<file path="config.mk">
export PLATFORM = sky130hd
export DESIGN_NAME = sigmoid_fold_stream
export DESIGN_NICKNAME = d
export VERILOG_FILES = /design/src/rtl/sigmoid_pkg.sv /design/src/rtl/pwla_sigmoid.sv /design/src/rtl/sigmoid_out_fifo.sv /design/src/rtl/sigmoid_fold_stream.sv
export SDC_FILE = /design/constraint.sdc
export NUM_CORES = 1
export LEC_CHECK = 0
export ABC_AREA = 1
export ABC_CLOCK_PERIOD_IN_PS = 3700
export CAP_MARGIN = 5
export CORE_AREA = 4 4 119 121
export CTS_BUF_LIST = sky130_fd_sc_hd__clkbuf_8
export DETAILED_ROUTE_END_ITERATION = 10
export DIE_AREA = 0 0 123 125
export PLACE_DENSITY_LB_ADDON = 0.3
export RECOVER_POWER = 100
export SYNTH_ARGS = -nofsm -noshare
export SYNTH_HDL_FRONTEND = slang
export SYNTH_SLANG_ARGS = --single-unit
</file>
<file path="constraint.sdc">
create_clock -name clk -period 3.7 [get_ports clk]
set_input_delay 0.925 -clock clk [delete_from_list [all_inputs] [get_ports clk]]
set_output_delay 0.925 -clock clk [all_outputs]
set_load 0.03 [all_outputs]
</file>
<file path="src/rtl/sigmoid_pkg.sv">
// Shared types and constants for the sigmoid streaming stage.
//   q5_10_t  : signed Q5.10 activation
//   uq6_10_t : unsigned Q6.10 sigmoid value, 1.0 == FX_ONE
//   side_t   : per-token sideband that travels alongside the core
package sigmoid_pkg;

  typedef logic signed [15:0] q5_10_t;
  typedef logic [15:0]        uq6_10_t;

  localparam int unsigned FRAC_BITS       = 10;
  localparam uq6_10_t     FX_ONE          = 16'd1024;
  localparam uq6_10_t     SAT_LIM_DEFAULT = 16'd8192;

  typedef struct packed {
    logic valid;
    logic sign;
    logic sat;
  } side_t;

  // |x| with the single unrepresentable case (-32.0) pinned to the largest magnitude.
  function automatic uq6_10_t fold_mag(input q5_10_t x);
    logic [15:0] ux;
    ux = x;
    if (!ux[15])            return ux;
    else if (ux == 16'h8000) return 16'h7FFF;
    else                    return ~ux + 16'd1;
  endfunction

endpackage

</file>
<file path="src/rtl/pwla_sigmoid.sv">
// Piecewise-linear sigmoid core for non-negative Q.10 inputs, one register stage.
//   clk : clock
//   x   : non-negative magnitude, Q.10
//   f_x : sigmoid(x) approximation, Q.10, valid one cycle after x
module pwla_sigmoid
  import sigmoid_pkg::*;
(
  input  logic        clk,
  input  logic [15:0] x,
  output logic [15:0] f_x
);

  localparam logic [15:0] Seg1 = 16'(1 << FRAC_BITS);  // 1.0
  localparam logic [15:0] Seg2 = 16'd2432;             // 2.375
  localparam logic [15:0] Seg3 = 16'd5120;             // 5.0

  logic [15:0] f_d;

  always_comb begin
    f_d = FX_ONE;
    if (x >= Seg3)      f_d = FX_ONE;
    else if (x >= Seg2) f_d = (x >> 5) + 16'd864;
    else if (x >= Seg1) f_d = (x >> 3) + 16'd640;
    else                f_d = (x >> 2) + 16'd512;
  end

  always_ff @(posedge clk) begin
    f_x <= f_d;
  end

endmodule

</file>
<file path="src/rtl/sigmoid_out_fifo.sv">
// First-word-fall-through FIFO; rdata_o shows the head whenever !empty_o, else 0.
//   push_i/wdata_i : write (ignored when full)
//   pop_i          : consume head (ignored when empty)
//   count_o/empty_o/full_o : occupancy status
module sigmoid_out_fifo #(
  parameter int unsigned Depth = 4,
  parameter int unsigned Width = 16
) (
  input  logic                   clk,
  input  logic                   reset,
  input  logic                   push_i,
  input  logic [Width-1:0]       wdata_i,
  input  logic                   pop_i,
  output logic [Width-1:0]       rdata_o,
  output logic [$clog2(Depth):0] count_o,
  output logic                   empty_o,
  output logic                   full_o
);

  localparam int unsigned PtrW = $clog2(Depth);
  localparam int unsigned CntW = PtrW + 1;

  logic [Width-1:0] mem_q [Depth];
  logic [PtrW-1:0]  wr_ptr_q, wr_ptr_d, rd_ptr_q, rd_ptr_d;
  logic [CntW-1:0]  count_q, count_d;
  logic             push_ok, pop_ok;

  assign empty_o = (count_q == '0);
  assign full_o  = (count_q == CntW'(Depth));
  assign count_o = count_q;
  assign rdata_o = empty_o ? '0 : mem_q[rd_ptr_q];
  assign push_ok = push_i && !full_o;
  assign pop_ok  = pop_i && !empty_o;

  always_comb begin
    wr_ptr_d = push_ok ? wr_ptr_q + 1'b1 : wr_ptr_q;
    rd_ptr_d = pop_ok  ? rd_ptr_q + 1'b1 : rd_ptr_q;
    count_d  = count_q;
    if (push_ok && !pop_ok)      count_d = count_q + 1'b1;
    else if (!push_ok && pop_ok) count_d = count_q - 1'b1;
  end

  always_ff @(posedge clk) begin
    if (reset) begin
      wr_ptr_q <= '0;
      rd_ptr_q <= '0;
      count_q  <= '0;
    end else begin
      wr_ptr_q <= wr_ptr_d;
      rd_ptr_q <= rd_ptr_d;
      count_q  <= count_d;
    end
  end

  always_ff @(posedge clk) begin
    if (push_ok) mem_q[wr_ptr_q] <= wdata_i;
  end

endmodule

</file>
<file path="src/rtl/sigmoid_fold_stream.sv">
// Streaming sigmoid: folds negative inputs onto |x|, runs the free-running core,
// clamps |x| >= SAT_LIM to exact 0/1 and buffers results in a credit-managed FIFO.
//   in_valid/in_ready/in_x    : signed Q5.10 input handshake
//   out_valid/out_ready/out_y : unsigned Q6.10 result handshake, out_y in [0, 1024]
module sigmoid_fold_stream
  import sigmoid_pkg::*;
#(
  parameter int unsigned CORE_LAT = 1,
  parameter int unsigned DEPTH    = 4,
  parameter logic [15:0] SAT_LIM  = SAT_LIM_DEFAULT
) (
  input  logic        clk,
  input  logic        reset,
  input  logic        in_valid,
  output logic        in_ready,
  input  logic [15:0] in_x,
  output logic        out_valid,
  input  logic        out_ready,
  output logic [15:0] out_y
);

  localparam int unsigned CntW = $clog2(DEPTH) + 1;

  logic            accept;
  logic [15:0]     mag_d;
  side_t           s0_q;
  logic [15:0]     s0_mag_q;
  side_t           sb_q [CORE_LAT];
  logic [15:0]     core_x, core_f;
  logic [15:0]     raw, y_d;
  logic            s1_valid_q;
  logic [15:0]     s1_y_q;
  logic [CntW-1:0] fifo_count, inflight;
  logic [CntW:0]   total;
  logic            fifo_empty, fifo_full;

  assign accept = in_valid && in_ready;
  assign mag_d  = fold_mag(in_x);

  // S0: one-cycle stage; tokens never stall since the core cannot be paused.
  always_ff @(posedge clk) begin
    if (reset) begin
      s0_q     <= '0;
      s0_mag_q <= '0;
    end else begin
      s0_q.valid <= accept;
      s0_q.sign  <= in_x[15];
      s0_q.sat   <= (mag_d >= SAT_LIM);
      s0_mag_q   <= mag_d;
    end
  end

  assign core_x = s0_q.valid ? s0_mag_q : '0;

  pwla_sigmoid u_core (
    .clk (clk),
    .x   (core_x),
    .f_x (core_f)
  );

  // Sideband delay line matched to the core latency.
  always_ff @(posedge clk) begin
    if (reset) begin
      for (int i = 0; i < CORE_LAT; i++) sb_q[i] <= '0;
    end else begin
      sb_q[0] <= s0_q;
      for (int i = 1; i < CORE_LAT; i++) sb_q[i] <= sb_q[i-1];
    end
  end

  // S1 fold: result is 1 - f for negative inputs; raw is capped so this cannot wrap.
  always_comb begin
    raw = core_f;
    if (sb_q[CORE_LAT-1].sat || (core_f > FX_ONE)) raw = FX_ONE;
    y_d = sb_q[CORE_LAT-1].sign ? FX_ONE - raw : raw;
  end

  always_ff @(posedge clk) begin
    if (reset) begin
      s1_valid_q <= 1'b0;
      s1_y_q     <= '0;
    end else begin
      s1_valid_q <= sb_q[CORE_LAT-1].valid;
      s1_y_q     <= y_d;
    end
  end

  sigmoid_out_fifo #(
    .Depth (DEPTH),
    .Width (16)
  ) u_fifo (
    .clk     (clk),
    .reset   (reset),
    .push_i  (s1_valid_q),
    .wdata_i (s1_y_q),
    .pop_i   (out_ready),
    .rdata_o (out_y),
    .count_o (fifo_count),
    .empty_o (fifo_empty),
    .full_o  (fifo_full)
  );

  assign out_valid = !fifo_empty;

  // Credit check: every token already in the pipe owns a FIFO slot.
  always_comb begin
    inflight = CntW'(s0_q.valid) + CntW'(s1_valid_q);
    for (int i = 0; i < CORE_LAT; i++) inflight = inflight + CntW'(sb_q[i].valid);
    total = {1'b0, fifo_count} + {1'b0, inflight};
  end

  assign in_ready = !reset && !fifo_full && (total < (CntW + 1)'(DEPTH));

endmodule

</file>
==> results.md <==
* Post-Syn Area per Cell at 8.87 µm²
* Tcrit/Tclk final at 94.4%
* Drt first pass iters at 4
* FF-to-FF setup slack at 0.79 ns
* Setup tns final at 0 ns
* Unrepaired setup endpoints after global routing: false
* Synth Warn # at 0
* Reg2reg end: u_core.f_x[9]
* Failing checks: max-capacitance violations, max-slew violations
* Cell Rows at 42
* Synth Flop Type: edfxtp_1
* Synth area leaders: edfxtp_1 (33%), dfxtp_1 (22%), nor2_1 (8.7%), o21ai_0 (5.7%), nand2_1 (5.1%)
* Flop and latch count out of synthesis at 127
* Via count at 4,307
* EDFF count, synth at 64
* # Post-CTS Setup Buffers at 0
* CP Launch Type: flip-flop
* Post-Route WL at 11,300 µm
* DPL Wire Length at 8030 µm
* CP required at 2.77 ns
* Die height at 125 µm
* CP top delay family: buffers and inverters
* Ys async rst share at 0%
* Commonest non-fill, non-tap cells in the layout: nor2_1 (134), nand2_1 (78), inv_1 (66), o21ai_0 (65), edfxtp_1 (64)
* CP Max Fanout at 32
* Worst-path clk slew at 0.07 ns
* Top cell type's share of synthesized area at 33.3%
* Clk pwr share at 28.0%
* Clock Tree Buf Depth at 2
* Dominant cell type by area after synthesis: edfxtp_1
* Setup crit end kind: output port
* Max cap viols at 3
* Sw Share at 34.5%
* Initial drt markers at 264
* Commonest non-fill, non-tap cell in the layout: nor2_1
* Cell at the slowest stage of the critical path: clkdlybuf4s50_1
* Worst Skew at 0.0122 ns
* Synth unique cells at 42
* Crit Reg-Reg Startpoint: s0_q[2]
* Cts bufs inserted at 17
* H-tree depth at 4
* Hold path startpoint: s0_q[1]
* Worst hold path class: reg2reg
* Period minus WS final at 3.49 ns
* Nets at 732
* Share of cells above drive strength 1 at 6.92%
* P per Cell Area at 612 mW/mm²
* Relative slew slack at -2.73%
* I/O Buffers at 37
* Worst Reg2Reg Path Length in Cells at 10
* Peak Freq at 0.286 GHz
* P_leak at 0.00276 µW
* Final Wtd Congestion at 0.910
* Worst skew pair latency at 0.43 ns
* Chip width at 123 µm
* Ant diodes at 0
* Final hold violations at 0
* Status: finished, violations left
* Wirelength per Cell at 12.8 µm
* Kind of critical path: reg2out
* Slew @ Worst Pin at 1.54 ns
* Synthesized instance count at 651
* Combinational share of power at 30.8%
* Number of global-route vias before repair at 4,177
* Antenna-violating nets left at 0
* CP Cell Sequence: clkinvlp_4 -> o21ai_0 -> a21oi_1 -> clkdlybuf4s50_1
* Synthesis-to-finish area growth at 15.6%
* Hold_buf cts at 0
* Design Power at 4080 µW
* Largest net degree at the start of global routing at 33
* Area of the core at 0.0131 mm²
* Seq/Total Area, Yosys at 55.1%
* First-pass GRT wire length at 19,200 µm
* CTS tree: done
* Die area at 0.0154 mm²
* Maximum VDD drop at 0.000267 V
* Mapped Area at 0.00577 mm²
* Internal power at 2670 µW
* CTS Sinks at 127
* Flop pwr share at 41.2%
* Starting Density at 44.1%
* Initial antenna violation count at 0
* P_sw at 1410 µW
* Worst hold stages at 2
* Root Driver: clkbuf_8
* Final core utilization at 51.0%
* Crit path DAT at 2.57 ns
* All-Layer GR Usage at 15.5%
* Via density at 4.87
* Total grt overflow at 0
* Drt drc at 0
* I/O Pins at 38
* Hold Path Sink: sb_q[0][1]
* CP max stage delay at 0.60 ns
* Final Slew Violations at 17
* CP Buf/Inv Count at 2
* Cts repair resizes at 0
* Final setup vio count at 0
-- metal layers --
layer / global-route usage, % / up-vias / part of all wire, %
met5: 0 / - / 0
met4: 5.60 / 0 / 1.9
met3: 4.16 / 18 / 4.1
met2: 27.0 / 88 / 50
met1: 18.3 / 1961 / 44
li1: - / 2240 / -
-- synth_stat cells (3+ instances only) --
library cell,number
nand2_1,78
nand2_2,6
nor3_1,6
o21ai_0,66
nand3_1,23
dfxtp_1,63
o211ai_1,5
inv_1,65
xor2_1,10
nor4_1,4
clkbuf_1,17
ha_1,15
edfxtp_1,64
a21oi_1,51
nor2_1,134
nand4_1,4
o31ai_1,3
-- worst register-to-register path: stages (launching register included) --
cell,delay (ns)
dfxtp_1,0.83
nand2_1,0.42
inv_1,0.26
ha_1,0.17
nand4_1,0.09
nor2_1,0.09
nand2_1,0.13
nand2_1,0.45
nand3_1,0.13
o21ai_0,0.11
a21oi_1,0.10
-- cells by family after synthesis --
group | count (synthesis) | synth area share (%)
other cells | 1 | 0.0650
fa+ha+maj | 17 | 3.94
buf+inv | 89 | 6.22
simple gates | 271 | 20.5
flops | 127 | 55.1
compound gates | 134 | 12.3
xor+xnor | 12 | 1.82
-- worst max path at each step --
stage	start	end	slack [ns]	depth (start not counted)
6_report	flip-flop	out_y[2]	0.21	4
4_1_cts	flip-flop	out_y[2]	0.12	4
5_1_grt	flip-flop	out_y[2]	0.007	4
3_5_place_dp	flip-flop	out_y[2]	0.60	4
3_3_place_gp	flip-flop	out_y[5]	0.70	4
2_1_floorplan	reset	in_ready	1.13	4
-- cell type report --
cell class / count / area [µm²]
clock buffer: 17 / 234
clock inverter: 15 / 154
fill: 1210 / 6410
sequential: 127 / 3180
timing repair buffer: 43 / 398
tap: 176 / 220
inverter: 66 / 251
multi-input combinational: 440 / 2230
-- state kept, by name, summed over array words and instances (netlist names), named ones only --
| signal | count |
|---|---|
| u_core.f_x | 15 |
| s1_y_q | 16 |
| s0_q | 3 |
| u_fifo.count_o | 3 |
| sb_q | 3 |
| u_fifo.mem_q | 64 |
| u_fifo.wr_ptr_q | 2 |
| s0_mag_q | 16 |
| s1_valid_q | 1 |
| u_fifo.rd_ptr_q | 2 |
-- power by group through the flow --
| stage | sequential [µW] | combinational [µW] | clock [µW] |
|---|---|---|---|
| finish | 1680 | 1260 | 1140 |
| detailed placement | 1710 | 1300 | 0 |
| global placement | 1700 | 1280 | 0 |
| CTS | 1680 | 1310 | 1170 |
| global route | 1690 | 1400 | 1240 |
| floorplan | 1670 | 907 | 0 |
-- metrics by stage --
stage	cell area, µm²	hold slack [ns]	cells	setup slack [ns]
2_1_floorplan	5790	0.388	656	1.13
3_3_place_gp	6320	0.395	852	0.704
3_5_place_dp	6320	0.394	852	0.597
4_1_cts	6710	0.403	884	0.116
5_1_grt	6670	0.439	884	0.00699
6_report	6670	0.402	884	0.206
No activity file was read; power rests on OpenSTA's default activity.
